<file path="src/rtl/lgc_pkg.sv">
// Shared definitions for the lock-gated counter: FSM state encodings and LED status patterns.
package lgc_pkg;

    // Lock qualifier states; encoding 2'd3 is unused and recovers to WAIT_LOCK.
    typedef enum logic [1:0] {
        WAIT_LOCK = 2'd0,
        SETTLE    = 2'd1,
        RUN       = 2'd2
    } lgc_state_e;

    // LED status patterns, truncated to the LED window width at the point of use.
    localparam logic [31:0] LED_PAT_OFF    = 32'd0;
    localparam logic [31:0] LED_PAT_SETTLE = 32'd1;

endpackage

</file>
<file path="src/rtl/lock_qualifier.sv">
// Synchronises the PLL lock flag and qualifies it: RUN is entered only after the
// synchronised flag has stayed high for SETTLE_CYCLES consecutive cycles.
module lock_qualifier
    import lgc_pkg::*;
#(
    parameter int unsigned SETTLE_CYCLES = 1024
) (
    input  logic       clk,
    input  logic       rst,
    input  logic       pll_locked,
    output logic       running,
    output lgc_state_e state
);

    localparam int unsigned SW = (SETTLE_CYCLES > 1) ? $clog2(SETTLE_CYCLES) : 1;
    localparam logic [SW-1:0] SETTLE_LAST = SW'(SETTLE_CYCLES - 1);

    logic          lock_meta;
    logic          lock_s;
    logic [SW-1:0] settle_cnt;

    // Two-flop synchroniser for the asynchronous lock flag.
    always_ff @(posedge clk or posedge rst) begin
        if (rst) begin
            lock_meta <= 1'b0;
            lock_s    <= 1'b0;
        end else begin
            lock_meta <= pll_locked;
            lock_s    <= lock_meta;
        end
    end

    // Lock FSM; running is registered alongside the state so it tracks RUN exactly.
    always_ff @(posedge clk or posedge rst) begin
        if (rst) begin
            state      <= WAIT_LOCK;
            settle_cnt <= '0;
            running    <= 1'b0;
        end else begin
            running <= 1'b0;
            case (state)
                WAIT_LOCK: begin
                    if (lock_s) begin
                        state      <= SETTLE;
                        settle_cnt <= '0;
                    end
                end
                SETTLE: begin
                    if (!lock_s) begin
                        state <= WAIT_LOCK;
                    end else if (settle_cnt == SETTLE_LAST) begin
                        state   <= RUN;
                        running <= 1'b1;
                    end else begin
                        settle_cnt <= settle_cnt + SW'(1);
                    end
                end
                RUN: begin
                    if (!lock_s) begin
                        state <= WAIT_LOCK;
                    end else begin
                        running <= 1'b1;
                    end
                end
                default: begin
                    state <= WAIT_LOCK;
                end
            endcase
        end
    end

endmodule

</file>
<file path="src/rtl/lock_gated_counter.sv">
// Modulo-N up/down counter that only counts once the PLL lock has settled,
// with a wrap pulse and a registered LED window of the count MSBs.
module lock_gated_counter
    import lgc_pkg::*;
#(
    parameter  int unsigned N             = 100_000_000,
    parameter  int unsigned SETTLE_CYCLES = 1024,
    parameter  int unsigned LED_W         = 8,
    localparam int unsigned WIDTH         = $clog2(N)
) (
    input  logic             clk,
    input  logic             rst,
    input  logic             pll_locked,
    input  logic             enable,
    input  logic             dir,
    input  logic             clear,
    output logic [WIDTH-1:0] count,
    output logic             wrap,
    output logic             running,
    output logic [LED_W-1:0] led
);

    // Reject parameter combinations the datapath cannot represent.
    if (N < 2) begin : g_bad_n
        $error("lock_gated_counter: N must be at least 2");
    end
    if (SETTLE_CYCLES < 1) begin : g_bad_settle
        $error("lock_gated_counter: SETTLE_CYCLES must be at least 1");
    end
    if (LED_W > WIDTH) begin : g_bad_led
        $error("lock_gated_counter: LED_W must not exceed WIDTH");
    end

    localparam logic [WIDTH-1:0] COUNT_LAST = WIDTH'(N - 1);

    lgc_state_e state;

    lock_qualifier #(
        .SETTLE_CYCLES (SETTLE_CYCLES)
    ) u_lock_qualifier (
        .clk        (clk),
        .rst        (rst),
        .pll_locked (pll_locked),
        .running    (running),
        .state      (state)
    );

    // Counter and wrap pulse: clear wins, then counting while running and enabled.
    always_ff @(posedge clk or posedge rst) begin
        if (rst) begin
            count <= '0;
            wrap  <= 1'b0;
        end else begin
            wrap <= 1'b0;
            if (clear) begin
                count <= '0;
            end else if (running && enable) begin
                if (!dir) begin
                    if (count == COUNT_LAST) begin
                        count <= '0;
                        wrap  <= 1'b1;
                    end else begin
                        count <= count + WIDTH'(1);
                    end
                end else begin
                    if (count == '0) begin
                        count <= COUNT_LAST;
                        wrap  <= 1'b1;
                    end else begin
                        count <= count - WIDTH'(1);
                    end
                end
            end
        end
    end

    // LED register, one cycle behind count and state.
    always_ff @(posedge clk or posedge rst) begin
        if (rst) begin
            led <= '0;
        end else begin
            case (state)
                RUN:     led <= count[WIDTH-1 -: LED_W];
                SETTLE:  led <= LED_W'(LED_PAT_SETTLE);
                default: led <= LED_W'(LED_PAT_OFF);
            endcase
        end
    end

endmodule

</file>
<file path="config.mk">
export PLATFORM = sky130hd
export DESIGN_NAME = lock_gated_counter
export DESIGN_NICKNAME = d
export VERILOG_FILES = /design/src/rtl/lgc_pkg.sv /design/src/rtl/lock_qualifier.sv /design/src/rtl/lock_gated_counter.sv
export SDC_FILE = /design/constraint.sdc
export NUM_CORES = 1
export LEC_CHECK = 0
export ABC_AREA = 1
export BUFFER_PORTS_ARGS = -buffer_cell sky130_fd_sc_hd__buf_2
export CELL_PAD_IN_SITES_DETAIL_PLACEMENT = 2
export CELL_PAD_IN_SITES_GLOBAL_PLACEMENT = 2
export CORE_MARGIN = 2
export CORE_UTILIZATION = 33
export CTS_CLUSTER_DIAMETER = 120
export DETAILED_ROUTE_END_ITERATION = 8
export PLACE_DENSITY_LB_ADDON = 0.1
export SYNTH_ARGS = -nofsm -noshare
export SYNTH_HDL_FRONTEND = slang
export SYNTH_SLANG_ARGS = --single-unit
</file>
<file path="constraint.sdc">
create_clock -name clk -period 2.1 [get_ports clk]
set_input_delay 0.105 -clock clk [delete_from_list [all_inputs] [get_ports clk]]
set_output_delay 0.105 -clock clk [all_outputs]
set_load 0.05 [all_outputs]
</file>
==> results_dict.tcl <==
set metrics [dict create \
    fin_crit_sh_pct 93.1 \
    htreeDepth 2 \
    required_ns 2.29 \
    rows 40 \
    via_count 4296 \
    pre_cts_ws_ns 0.0735 \
    drive_gt1_share_pct 18.3 \
    grt_first_pass_wirelength_mm 26.3 \
    place_hpwl_mm 12.6 \
    fmax_ghz 0.511 \
    rsz0062_at_grt "false" \
    r2r_setup_slack_ns 0.14 \
    synth-seq-cells 51 \
    first_global_vias 4759 \
    path_cells "inv_4, nand2_1, nor2_1, nand2_1, nor2_1, nand3_1, nand2_1, nand2_1, nand2_1, nor2_1" \
    worst_setup_path_start_kind "register" \
    slew_violations 0 \
    critical_path_class "reg2reg" \
    ys_seq_area_share_pct 31.8 \
    hold_slack_ns -0.00336 \
    start_util_pct 33.5 \
    setup_tns_ns 0 \
    arrival_ns 2.15 \
    cts_tree "done" \
    yosysUniqueCellTypes 33 \
    dp.cells 809 \
    mostFrequentLayoutCell "nand2_1" \
    cp_common_cell "nand2_1" \
    io_buffers 42 \
    p_leak_nw 2.32 \
    cts_made_buffers 5 \
    worst_r2r_startpoint "count[24]" \
    ant_nets 0 \
    drc 0 \
    yosys_warnings 0 \
    cts_max_path_buffers 2 \
    min_period_ns 1.96 \
    syn2layout_area_growth_pct 14.5 \
    gr-usage-all-layers_pct 26.3 \
    die_x_um 114 \
    grt_remaining_overflow 0 \
    layout_setup_ws_ns 0.144 \
    drtIter0Drc 193 \
    io_pins 43 \
    cts.clk_slew.worst_paths_ns 0.08 \
    place_area_sq_um 4420 \
    cts_root_buffer "clkbuf_16" \
    clock-sinks 51 \
    outcome "finished with violations" \
    critical_path.slowest_cell "dfrtp_1" \
    crit_fanout 9 \
    core_sq_um 12000 \
    slew_headroom_pct 51.2 \
    layoutNonFillerInstCount 818 \
    vdd_drop_max_mv 0.321 \
    netlist_instances 620 \
    r2r_cells 10 \
    power.total_mw 3.59 \
    avgSynthCellArea_sq_um 6.47 \
    fillers 1469 \
    setup_viol 0 \
    final-hold-violation-count 3 \
    p_per_area_nw_per_um2 782 \
    most-common-layout-cells "nand2_1, nor2_1, nand3_1, inv_1, dfrtp_1" \
    cp-end-kind "register" \
    tightest_slew_ns 0.733 \
    postLayoutCoreUtil_pct 38.4 \
    r2r-end "count[10]" \
    wirelength_mm 16.1 \
    finalClockSkew_ns 0.00801 \
    grt_max_degree 52 \
    antenna_cells 0 \
    final_area_sq_um 4590 \
    critPathBufInv 1 \
    clk_latency_ns 0.31 \
    layout.nets 683 \
    place_congestion 0.882 \
    hp-class "in2async" \
    routedWlPerCell_um 19.7 \
    cap_violations 0 \
    grt_antenna_before_repair 0 \
    critical-path-max-stage-delay_ns 0.54 \
    synth_area_sq_um 4010 \
    path_delay_family "simple AND/OR/NAND/NOR gates" \
    dieArea_sq_um 13100 \
    die_h_um 114 \
    viasPerCell 5.25 \
    first_pass_iters 4 \
    synth_fp_nets 633 \
    violations "hold timing" \
]
[power breakdown]
part | internal (mW) | switching, mW | leakage [nW]
Sequential | 1.07 | 0.108 | 0.695
Clock | 0.442 | 0.434 | 0.0658
Combinational | 0.446 | 1.10 | 1.56
Total | 1.95 | 1.64 | 2.32
[kinds of logic (layout without fill, tap and decap cells)]
kind of cell	after synthesis	in the layout	share of synthesized area, %
compound gates	45	45	5.90
xor+xnor	17	17	3.71
fa+ha+maj	7	7	2.18
buf+inv	87	138	9.64
simple gates	413	413	46.8
flops	51	51	31.8
[tightest hold or removal path: stages]
cell	delay, ns
buf_2	0.10
inv_2	0.03
buf_4	0.57
[per-layer routing]
| metal | vias up | share of wire, % | track usage, % |
|---|---|---|---|
| li1 | 2060 | - | - |
| met1 | 2154 | 47 | 35.9 |
| met2 | 63 | 48 | 43.3 |
| met3 | 19 | 3.1 | 3.39 |
| met4 | 0 | 2.0 | 8.29 |
| met5 | - | 0 | 0 |
[how the worst max path moves through the flow]
stage                    from   endpoint  slack [ns]  cells past startpoint
floorplan            count[1]   count[7]        0.17                     10
global placement     count[6]  count[16]        0.16                      8
detailed placement   count[6]  count[26]        0.07                      9
CTS                  count[6]  count[26]        0.02                      9
global route        count[24]  count[11]       0.001                     10
finish              count[24]  count[10]        0.14                     10
[area by class of cell]
| class | instances | area (sq um) | share of cell area [%] |
|---|---|---|---|
| Timing Repair Buffer | 61 | 355 | 7.74 |
| Multi-Input combinational cell | 482 | 2370 | 51.6 |
| Tap cell | 147 | 184 | 4.00 |
| Clock inverter | 3 | 20.0 | 0.436 |
| Sequential cell | 51 | 1280 | 27.8 |
| Inverter | 69 | 262 | 5.69 |
| Clock buffer | 5 | 125 | 2.72 |
[state kept, by name, indices dropped and copies added (netlist names)]
signal and count:
u_lock_qualifier.lock_meta 1, u_lock_qualifier.running 1, u_lock_qualifier.lock_s 1, count 27
led 8, u_lock_qualifier.settle_cnt 10, u_lock_qualifier.state 2, wrap 1
[synth_stat cells]
cell	count	area [sq um]
a21oi_1	10	50.1
buf_2	4	20.0
buf_4	4	30.0
buf_6	5	56.3
clkbuf_1	5	18.8
dfrtp_1	51	1280
ha_1	7	87.6
inv_1	60	225
inv_2	8	30.0
inv_4	1	6.26
nand2_1	183	687
nand2_2	6	37.5
nand2_4	1	11.3
nand3_1	82	410
nand3_2	4	40.0
nand3b_1	1	7.51
nand3b_4	1	20.0
nand4_1	14	87.6
nor2_1	93	349
nor2_2	11	68.8
nor2_4	8	90.1
nor2_8	1	20.0
nor3_1	6	30.0
nor3_2	1	10.0
o211ai_1	1	7.51
o21ai_0	18	90.1
o21ai_1	12	60.1
o21ai_2	1	8.76
o22ai_1	2	12.5
o31ai_1	1	7.51
or2_2	1	6.26
xnor2_1	2	17.5
xor2_1	15	131
[what timing repair did]
| action | CTS | global route |
|---|---|---|
| hold buffers | 1 | 0 |
| endpoints found under the hold margin | 1 | 0 |
| buffers inserted | 0 | 0 |
| resized for setup | 0 | 10 |
| endpoints found under the setup margin | 0 | 14 |
Power figures use the tool's default switching activity.
